<file path="src/rtl/neuron_mac_stream.sv">
// Streaming neuron: signed LANES-wide dot product per beat, accumulated with saturation until in_last.
// Optional `NEURON_RELU_EN clamps negative results to zero on output (linear neuron when undefined).
module neuron_mac_stream #(
    parameter int LANES  = 4,
    parameter int DATA_W = 5,
    parameter int WGT_W  = 5,
    parameter int ACC_W  = 16
) (
    input  logic                      clk,
    input  logic                      rst_n,
    input  logic                      in_valid,
    output logic                      in_ready,
    input  logic                      in_last,
    input  logic [LANES*DATA_W-1:0]   in_data,
    input  logic [LANES*WGT_W-1:0]    in_wgt,
    output logic                      out_valid,
    input  logic                      out_ready,
    output logic signed [ACC_W-1:0]   out_data,
    output logic                      out_ovf
);

    localparam int PROD_W = DATA_W + WGT_W;
    localparam int SUM_W  = PROD_W + $clog2(LANES) + 1;
    localparam int EXT_W  = ((ACC_W > SUM_W) ? ACC_W : SUM_W) + 1;

    localparam logic signed [EXT_W-1:0] ACC_MAX = {{(EXT_W-ACC_W+1){1'b0}}, {(ACC_W-1){1'b1}}};
    localparam logic signed [EXT_W-1:0] ACC_MIN = {{(EXT_W-ACC_W+1){1'b1}}, {(ACC_W-1){1'b0}}};

    typedef enum logic [1:0] {IDLE, ACCUM, DRAIN, DONE} state_t;

    state_t                      state;
    logic                        accept;
    logic                        leave_done;

    logic                        s1_valid;
    logic                        s1_last;
    logic [LANES*DATA_W-1:0]     s1_data;
    logic [LANES*WGT_W-1:0]      s1_wgt;

    logic signed [DATA_W-1:0]    lane_d    [LANES];
    logic signed [WGT_W-1:0]     lane_w    [LANES];
    logic signed [PROD_W-1:0]    lane_prod [LANES];

    logic signed [SUM_W-1:0]     partial;
    logic signed [EXT_W-1:0]     ext_sum;
    logic signed [ACC_W-1:0]     sat_val;
    logic                        sat_hit;

    logic signed [ACC_W-1:0]     acc;
    logic                        ovf;
    logic                        s2_done;
    logic signed [ACC_W-1:0]     result_val;

    assign accept     = in_valid && in_ready;
    assign leave_done = (state == DONE) && out_ready;

    always_ff @(posedge clk or negedge rst_n) begin
        if (!rst_n) begin
            s1_valid <= 1'b0;
            s1_last  <= 1'b0;
            s1_data  <= '0;
            s1_wgt   <= '0;
        end else begin
            s1_valid <= accept;
            if (accept) begin
                s1_last <= in_last;
                s1_data <= in_data;
                s1_wgt  <= in_wgt;
            end
        end
    end

    for (genvar i = 0; i < LANES; i++) begin : g_lane
        assign lane_d[i]    = s1_data[i*DATA_W +: DATA_W];
        assign lane_w[i]    = s1_wgt[i*WGT_W +: WGT_W];
        assign lane_prod[i] = lane_d[i] * lane_w[i];
    end

    // Full-precision sum of the beat, widened so the add into acc cannot wrap before the clamp.
    always_comb begin
        partial = '0;
        for (int i = 0; i < LANES; i++) begin
            partial = partial + SUM_W'(lane_prod[i]);
        end
        ext_sum = EXT_W'(acc) + EXT_W'(partial);
        sat_hit = 1'b0;
        sat_val = ext_sum[ACC_W-1:0];
        if (ext_sum > ACC_MAX) begin
            sat_val = {1'b0, {(ACC_W-1){1'b1}}};
            sat_hit = 1'b1;
        end else if (ext_sum < ACC_MIN) begin
            sat_val = {1'b1, {(ACC_W-1){1'b0}}};
            sat_hit = 1'b1;
        end
    end

    always_ff @(posedge clk or negedge rst_n) begin
        if (!rst_n) begin
            acc     <= '0;
            ovf     <= 1'b0;
            s2_done <= 1'b0;
        end else begin
            s2_done <= s1_valid && s1_last;
            if (leave_done) begin
                acc <= '0;
                ovf <= 1'b0;
            end else if (s1_valid) begin
                acc <= sat_val;
                ovf <= ovf | sat_hit;
            end
        end
    end

`ifdef NEURON_RELU_EN
    assign result_val = acc[ACC_W-1] ? '0 : acc;
`else
    assign result_val = acc;
`endif

    // in_ready is registered so it stays low through reset and the first cycle after it.
    always_ff @(posedge clk or negedge rst_n) begin
        if (!rst_n) begin
            state     <= IDLE;
            in_ready  <= 1'b0;
            out_valid <= 1'b0;
            out_data  <= '0;
            out_ovf   <= 1'b0;
        end else begin
            case (state)
                IDLE: begin
                    if (accept) begin
                        state    <= in_last ? DRAIN : ACCUM;
                        in_ready <= !in_last;
                    end else begin
                        in_ready <= 1'b1;
                    end
                end
                ACCUM: begin
                    if (accept && in_last) begin
                        state    <= DRAIN;
                        in_ready <= 1'b0;
                    end else begin
                        in_ready <= 1'b1;
                    end
                end
                DRAIN: begin
                    in_ready <= 1'b0;
                    if (s2_done) begin
                        state     <= DONE;
                        out_valid <= 1'b1;
                        out_data  <= result_val;
                        out_ovf   <= ovf;
                    end
                end
                DONE: begin
                    if (out_ready) begin
                        state     <= IDLE;
                        out_valid <= 1'b0;
                        in_ready  <= 1'b1;
                    end
                end
                default: begin
                    state    <= IDLE;
                    in_ready <= 1'b0;
                end
            endcase
        end
    end

endmodule

</file>
<file path="config.mk">
export PLATFORM = sky130hd
export DESIGN_NAME = neuron_mac_stream
export DESIGN_NICKNAME = d
export VERILOG_FILES = /design/src/rtl/neuron_mac_stream.sv
export SDC_FILE = /design/constraint.sdc
export NUM_CORES = 1
export LEC_CHECK = 0
export ABC_CLOCK_PERIOD_IN_PS = 6300
export BUFFER_PORTS_ARGS = -buffer_cell sky130_fd_sc_hd__buf_2
export CORE_ASPECT_RATIO = 1.75
export CORE_MARGIN = 2
export CORE_UTILIZATION = 49
export CTS_BUF_LIST = sky130_fd_sc_hd__clkbuf_8
export DETAILED_ROUTE_END_ITERATION = 16
export PLACE_DENSITY = 0.7
export SLEW_MARGIN = 0
export SYNTH_ARGS = -nofsm -noshare
export SYNTH_HDL_FRONTEND = slang
export SYNTH_SLANG_ARGS = --single-unit
</file>
<file path="constraint.sdc">
create_clock -name clk -period 6.3 [get_ports clk]
set_input_delay 0.63 -clock clk [delete_from_list [all_inputs] [get_ports clk]]
set_output_delay 0.63 -clock clk [all_outputs]
set_load 0.03 [all_outputs]
</file>
Yosys cells after proc, flatten, opt, wreduce, memory -nomap -nowiden
Cells that the tools add are included.

Add/sub/neg operators: 4. Multiply operators: 4. Magnitude comparators: 2. Eq/ne operators: 7. Mux-type cells: 21. Bitwise operators: 1. Reduce and logical (&&, ||, !) cells: 11.

Operators by type and width (number): 16-bit 2-to-1 mux (4); 5-bit by 5-bit multiplier with 10-bit output (4); 16-bit by 13-bit adder with 17-bit output (1); 17-bit by 16-bit greater-than comparator with 1-bit output, second input constant (1); 17-bit by 16-bit < comparator with 1-bit output, second input constant (1); 12-bit by 10-bit adder with 13-bit output (1); 11-bit by 10-bit adder with 12-bit output (1); 10-bit by 10-bit adder with 11-bit output (1); 2-bit 2-to-1 mux (5); 1-bit 2-to-1 mux (9); 2-bit != test, second input constant (4); 2-bit one-hot mux with 4 select lines (1); 2-bit equality test, second input constant (2); 1-bit logical AND (4); 1-bit one-hot mux with 4 select lines (1); 4-bit AND reduction (1); 2-bit nonzero test (2); 3-bit AND reduction (1); 2-bit by 1-bit equality test with 1-bit output, second input constant (1); 2-bit zero test (1); 1-bit one-hot mux with 2 select lines (1); 2-bit AND reduction (1); 1-bit zero test (1); 1-bit bitwise OR (1).

Flip-flop bits (word level): 81. Word-level logic and storage cells: 62.

Logic depth before layout (Yosys ltp)
Gate-level depths: netlist of the first run.

Depth after elaboration: 11. Mapped depth: 26.

Worst setup path after synthesis of the first run
No wires, ideal clock.

Path kind: register -> register. Start: register s1_wgt[0]. End: register acc[11]. Setup time: 73 ps. Data arrival time: 6445 ps. Required time: 6227 ps. Slack: -218 ps. Cell stages (with the launch flop): 21. Cells stage by stage: dfrtp_1 -> nand2_1 -> inv_1 -> fa_1 -> fa_1 -> inv_1 -> fa_1 -> fa_1 -> inv_1 -> fa_1 -> fa_1 -> fa_1 -> ha_1 -> nor2b_4 -> o31ai_4 -> a211oi_2 -> o41ai_2 -> xnor2_2 -> buf_6 -> maj3_2 -> a21oi_2.

Word-level cells in the longest chain between the ends: 10. Elaborated cells between the ends (all ways): 11. Those cells by class: 4 x add/sub; 1 x mul; 2 x order compare; 4 x mux.

RTL lines: start, declared (line 38) `logic [LANES*WGT_W-1:0] s1_wgt;`; start signal, assigned (line 68) `s1_wgt <= in_wgt;`; 5-bit by 5-bit multiplier with 10-bit output * (line 76) `assign lane_prod[i] = lane_d[i] * lane_w[i];`; 10-bit by 10-bit adder with 11-bit output * (line 83) `partial = partial + SUM_W'(lane_prod[i]);`; 11-bit by 10-bit adder with 12-bit output * (line 83); 12-bit by 10-bit adder with 13-bit output * (line 83); 16-bit by 13-bit adder with 17-bit output * (line 85) `ext_sum = EXT_W'(acc) + EXT_W'(partial);`; 17-bit by 16-bit < comparator with 1-bit output (line 91) `end else if (ext_sum < ACC_MIN) begin`; 16-bit 2-to-1 mux (line 91); 16-bit 2-to-1 mux * (line 88) `if (ext_sum > ACC_MAX) begin`; 16-bit 2-to-1 mux * (line 107) `end else if (s1_valid) begin`; 16-bit 2-to-1 mux * (line 104) `if (leave_done) begin`; end signal, assigned (line 108) `acc <= sat_val;`; end, declared (line 49) `logic signed [ACC_W-1:0] acc;`.

Every way passes the cells marked *; elsewhere a longest branch is shown, timed or not. The select of a mux whose other input is x is not followed. A chain may end at the register's enable or synchronous reset.

Worst setup path after layout of the first run
Start: register s1_data[14]. End: register acc[7].

Word-level cells in the longest chain between the ends: 9. Elaborated cells between the ends (all ways): 10. Those cells by class: 3 x add/sub; 1 x mul; 2 x order compare; 4 x mux.

RTL lines: start, declared (line 37) `logic [LANES*DATA_W-1:0] s1_data;`; start signal, assigned (line 67) `s1_data <= in_data;`; 5-bit by 5-bit multiplier with 10-bit output * (line 76); 11-bit by 10-bit adder with 12-bit output * (line 83); 12-bit by 10-bit adder with 13-bit output * (line 83); 16-bit by 13-bit adder with 17-bit output * (line 85); 17-bit by 16-bit < comparator with 1-bit output (line 91); 16-bit 2-to-1 mux (line 91); 16-bit 2-to-1 mux * (line 88); 16-bit 2-to-1 mux * (line 107); 16-bit 2-to-1 mux * (line 104).

Marks and branches as above.

==> run metrics, run 1 <==
critical path required time=6.53 ns; layout cells sized above 1=28.64%; growth of design area from synthesis to finish=19.33%; total gr overflow=0; Reg2Reg Depth=22; Synth area leader=fa_1; HPWL after DPL=18980 µm; Yosys reg bits=81; via total after detailed routing=6761; Crit path top cell by count=fa_1; syn_area_per_cell=10.46 µm²; FP Rows=68; ys async rst share=100.0%; unrepaired setup endpoints after global routing=yes; Die H=190.8 µm; clock root buffer=clkbuf_8; final hold vios=0; worst-margin pin slew=1.027 ns; # fillers=1637; GPL Wtd Cong=0.9396; commonest non-fill, non-tap cells in the layout=237 x inv_1, 160 x fa_1, 89 x buf_4, 72 x dfrtp_1, 68 x ha_1; number of buffers created by CTS=9; Clock Latency Late Sink=0.40 ns; Data arrival, critical path=6.65 ns; Wirelength per Cell=17.14 µm; Port-buffer cells=63; Worst Path Buf+Inv=7; via density per instance=5.053; top post-synthesis cells by area=fa_1 35%, dfrtp_1 21%, ha_1 9.9%; Pre-antenna DRT Iters=4; number of synthesized flops with an enable pin=0; FMAX=155.7 MHz; Final Setup Violations=16; Crit Path Max Fanout=8; CTS sink count=81; antenna violations before repair=0; vias in the first global route=7824; CP Capture Type=register; Total Routing Usage GR=23.47%; Synth Flop Type=dfrtp_1; max_cap viols=0; CTS tree=built; drt total wl=22940 µm; Synth top area share=35.45%; fin. max-slew vios=0; first-pass GRT wire length=38210 µm; synth unique cells=47; instance count of the mapped netlist=934; Warnings, synthesis=0; clock transition at the registers of the reported paths=0.11 ns; Final min period=6.421 ns; status=finished, violations left; core footprint=0.01965 mm²; Worst setup SP type=register; Hold Path Class=in2async; CP cell instances=and2_4 -> inv_4 -> fa_1 -> fa_1 -> fa_2 -> fa_2 -> inv_2 -> fa_1 -> fa_1 -> inv_2 -> fa_1 -> inv_2 -> ha_4 -> buf_4 -> buf_4 -> and3_4 -> and2_1 -> mux2i_1 -> o2111a_2 -> clkbuf_16 -> maj3_2 -> a21oi_1; crit share post-route=101.9%; Iteration-0 DRC Markers=225; die area=0.02113 mm²; CP delay by family, top=adder cells; ant diodes=0; Initial Util=49.71%; Die W=110.7 µm; WS Path Type=reg2reg; Max stage delay on crit path=0.61 ns; largest net degree at the start of global routing=62; Worst Clk Skew=0.02256 ns; DRT antenna net count=0; H-tree levels=3; post-route setup slack=-0.1209 ns; # IOs=64; syn_nets=1229; Seq/Total Area, Yosys=20.75%; stages on the worst setup path=22; failing checks=negative setup slack; worst rel slew slack=31.51%; DRC=0; commonest non-fill, non-tap cell in the layout=inv_1; clk buf depth=2; final core utilization=59.31%; slowest CP cell=fa_2; Layout Nets=1384; synthesized cell area=0.009769 mm²
## stage by stage
| stage | instances | area (µm²) | worst slack (ns) | hold slack, ns | setup TNS [ns] |
|---|---|---|---|---|---|
| after floorplan | 934 | 9777 | 0.005770 | 0.3344 | 0 |
| after global placement | 1311 | 11020 | -0.1645 | 0.4570 | -2.323 |
| after detailed placement | 1311 | 11020 | -0.2424 | 0.4547 | -3.357 |
| after CTS | 1335 | 11530 | -0.06902 | 0.1099 | -0.9005 |
| after global routing | 1338 | 11660 | -0.2976 | 0.1328 | -4.696 |
| final | 1338 | 11660 | -0.1209 | 0.1047 | -1.443 |
## cell type report
class	instances	area [µm²]	area share, %
timing repair buffer	161	1149	9.853
multi-input combinational	588	7005	60.09
inverter	248	937.1	8.039
clock buffer	9	123.9	1.063
tap	245	306.5	2.630
clock inverter	6	97.59	0.8372
sequential	81	2038	17.48
## worst reg2reg max path: stages (launching register included)
cell and delay [ns]:
dfrtp_1 0.43, and2_4 0.19, inv_4 0.04, fa_1 0.50, fa_1 0.59, fa_2 0.49, fa_2 0.61, inv_2 0.06
fa_1 0.50, fa_1 0.53, inv_2 0.04, fa_1 0.53, inv_2 0.06, ha_4 0.25, buf_4 0.14, buf_4 0.16
and3_4 0.17, and2_1 0.13, mux2i_1 0.14, o2111a_2 0.30, clkbuf_16 0.18, maj3_2 0.17, a21oi_1 0.06
## per-layer routing
metal	track usage (%)	up-vias	wire, µm
met3	2.606	64	498
met4	13.37	0	1255
met5	0	-	0
met1	23.67	3431	7952
li1	-	3138	-
met2	46.01	128	13230
## timing repair
item	in CTS	in global routing
hold buffers	0	0
buffers inserted	8	3
endpoints found under the setup margin	17	17
gates resized for setup	53	29
gates cloned	1	0
pin swaps	20	12
endpoints found under the hold margin	0	0
## synthesized netlist by cell type (2+ instances only)
cell type    n
nor2b_1     10
clkbuf_1    10
xnor2_1     15
and3_1       4
nand2_1     67
ha_1        77
o21a_1       2
dfrtp_1     81
mux2i_1      5
fa_1       173
xor2_1       6
buf_1        3
maj3_1       7
nor2_1       8
a311oi_1     2
a21o_1       3
o21ai_0     40
buf_2        2
inv_1      247
nand3_1      4
a21oi_1     19
o21ai_1      3
a211oi_1     3
o21bai_1     3
a211oi_2     2
nor3_1       6
a21oi_2      9
maj3_2       8
and2_1      44
buf_6        2
mux2_2      43
nand2b_1    11
## cells by family (layout without fill, tap and decap cells)
kind of cell    count (synthesis)  in the layout  synth area share (%)
simple gates                  159            159                 8.248
flops                          81             81                 20.75
compound gates                 94             94                 6.173
mux                            48             48                 5.469
buf+inv                       265            424                 10.36
fa+ha+maj                     265            265                 46.95
xor+xnor                       22             22                 2.049
## state kept, by name, summed over array words and instances (netlist names)
name / flops
s1_wgt: 20
ovf: 1
s1_valid: 1
out_valid: 1
out_ovf: 1
s1_last: 1
s1_data: 20
s2_done: 1
out_data: 16
in_ready: 1
acc: 16
state: 2
## path summary, 6_finish.rpt
path                                    startpoint                     end  slack [ns]
hold / removal                               rst_n  s1_wgt[16]$_DFFE_PN0P_        0.10
setup / recovery           s1_data[14]$_DFFE_PN0P_      acc[7]$_DFFE_PN0P_       -0.12
min in group clk                        in_wgt[18]  s1_wgt[18]$_DFFE_PN0P_        0.45
hold reg to reg                s1_last$_DFFE_PN0P_     s1_last$_DFFE_PN0P_        0.47
setup reg to reg           s1_data[14]$_DFFE_PN0P_      acc[7]$_DFFE_PN0P_       -0.12
max in group asynchronous                    rst_n  s1_wgt[14]$_DFFE_PN0P_        4.96
Power of run 1 is not shown: default switching activity piles up to over one toggle a cycle in this logic, so the estimate is an artifact.
==> run 2, diff against run 1 <==
- GPL_TIMING_DRIVEN: default -> 0
==> run 2 against run 1 <==
Net effect: fmax down 2.7%; critical path depth down 2; worst setup slack worse by 0.18 ns; flip-flop and latch count unchanged; cell count down 2.5%; critical path type unchanged; the flow still finishes with violations (negative setup slack); critical endpoint is now acc[8]$_DFFE_PN0P_; highest routed layer unchanged; wire length up 0.20%.
==> run metrics, run 2 (same netlist as run 1, synthesis figures left out) <==
Die W=110.7 µm (unchanged); Total Routing Usage GR=23.19% (-0.27 points); Final min period=6.596 ns (+0.1752 ns); via total after detailed routing=6727 (-0.50%); DRC=0 (unchanged); Crit Path Max Fanout=6 (-2); via density per instance=5.159 (+2.1%); max_cap viols=0 (unchanged); Clock Latency Late Sink=0.39 ns (about the same); layout cells sized above 1=26.63% (-2.0 points); Pre-antenna DRT Iters=4 (unchanged); clk buf depth=2 (unchanged); largest net degree at the start of global routing=48 (-23%); commonest non-fill, non-tap cells in the layout=238 x inv_1, 165 x fa_1, 70 x ha_1, 62 x buf_2, 59 x dfrtp_1; failing checks=negative setup slack; commonest non-fill, non-tap cell in the layout=inv_1; critical path required time=6.62 ns (+0.09 ns); Hold Path Class=in2async; WS Path Type=reg2reg; status=finished, violations left; final instance area=0.01139 mm² (-2.3%); Port-buffer cells=63 (unchanged); total gr overflow=0 (unchanged); worst rel slew slack=37.11% (+5.6 points); core footprint=0.01965 mm² (unchanged); post-route setup slack=-0.2961 ns (-0.1752 ns); Die H=190.8 µm (unchanged); CTS tree=built; # IOs=64 (unchanged); FP Rows=68 (unchanged); CTS sink count=81 (unchanged); H-tree levels=3 (unchanged); HPWL after DPL=18230 µm (-3.9%); # fillers=1678 (+2.5%); CP Capture Type=register; drt total wl=22980 µm (+0.20%); fin. max-slew vios=0 (unchanged); cts hold-fix bufs=0 (unchanged); Sequential cell area=0.002054 mm² (+0.80%); biggest regs=s1_data (20), s1_wgt (20); FMAX=151.6 MHz (-2.7%); Fin Setup TNS=-3.994 ns (-2.550 ns); first-pass GRT wire length=37850 µm (-0.96%); Iteration-0 DRC Markers=179 (-20%); antenna violations before repair=0 (unchanged); final hold vios=0 (unchanged); number of buffers created by CTS=9 (unchanged); growth of design area from synthesis to finish=16.59%; clock transition at the registers of the reported paths=0.10 ns (about the same); die area=0.02113 mm² (unchanged); Initial Util=49.71% (unchanged); worst-margin pin slew=0.9434 ns (-0.08403 ns); Layout Nets=1350 (-2.5%); Area after DPL=0.01043 mm² (-5.3%); DRT antenna net count=0 (unchanged); Hold WS=0.1941 ns (+0.08937 ns); clock root buffer=clkbuf_8; Worst Clk Skew=0.01002 ns (-0.01253 ns); vias in the first global route=7645 (-2.3%); Worst setup SP type=register; Wirelength per Cell=17.62 µm (+2.8%); ant diodes=0 (unchanged); unrepaired setup endpoints after global routing=yes; Data arrival, critical path=6.92 ns (+0.27 ns); crit share post-route=104.7% (+2.8 points); area occupied by multi-input gates=0.007023 mm² (+0.25%); Final Setup Violations=17 (+1); GPL Wtd Cong=0.8624 (-8.2%)
## run 2: cell count changes in the layout (fill, tap and decap cells not counted), moves of 5 or more
cell      previous run  this run
fa_1               160       165
nand2_1             62        55
buf_4               89        40
dfrtp_1             72        59
nand2_2              4        10
clkbuf_1             0        10
fa_2                13         8
dfrtp_2              9        22
## run 2: final cells by class
type | count | share of cell area, %
clock inverter | 6 | 0.6372
tap | 245 | 2.691
sequential | 81 | 18.04
buffer | 15 | 0.6591
multi-input combinational | 588 | 61.66
timing repair buffer | 112 | 6.998
clock buffer | 9 | 1.088
inverter | 248 | 8.228
## run 2: worst paths after layout
check,cells past startpoint,endpoint,slack [ns],startpoint
worst max-delay path,20,acc[8]$_DFFE_PN0P_,-0.30,s1_data[19]$_DFFE_PN0P_
worst min-delay path,1,state[1]$_DFFE_PN0P_,0.19,rst_n
worst max register to register,20,acc[8]$_DFFE_PN0P_,-0.30,s1_data[19]$_DFFE_PN0P_
worst min register to register,2,s1_last$_DFFE_PN0P_,0.48,s1_last$_DFFE_PN0P_
max in group asynchronous,2,s1_wgt[14]$_DFFE_PN0P_,5.46,rst_n
min in group clk,2,s1_wgt[1]$_DFFE_PN0P_,0.46,in_wgt[1]
## run 2: timing repair
| action | in CTS | in global routing |
|---|---|---|
| buffers inserted | 34 | 13 |
| setup endpoints to repair | 17 | 17 |
| gates resized for setup | 87 | 18 |
| pin swaps | 37 | 25 |
| gates cloned | 1 | 1 |
## run 2: routing by layer
layer	track usage (%)	part of all wire [%]
met3	2.797	2.3
met2	46.15	59
met4	11.44	5.1
met1	23.41	34
met5	0	0
## run 2: critical path, stage by stage (launching register included)
cell and delay [ns]:
dfrtp_2 0.50, nand2b_4 0.17, fa_2 0.58, fa_1 0.47
fa_2 0.60, inv_2 0.05, fa_1 0.52, fa_1 0.46
fa_1 0.50, inv_1 0.05, fa_1 0.51, inv_2 0.06
ha_4 0.23, a211oi_4 0.24, o21ai_2 0.08, a21o_1 0.20
o41ai_4 0.46, xnor2_4 0.18, buf_4 0.20, maj3_2 0.31
a21oi_2 0.15
## run 2: stage by stage
step	setup WS, ns	cells	utilization [%]
global route	-0.4675	1304	57.95
finish	-0.2961	1304	57.95
global placement	-0.7085	1242	52.91
detailed placement	-0.7447	1243	53.06
CTS	-0.1898	1292	57.00
floorplan	0.005770	934	-
Power of run 2 is left out for the same reason.
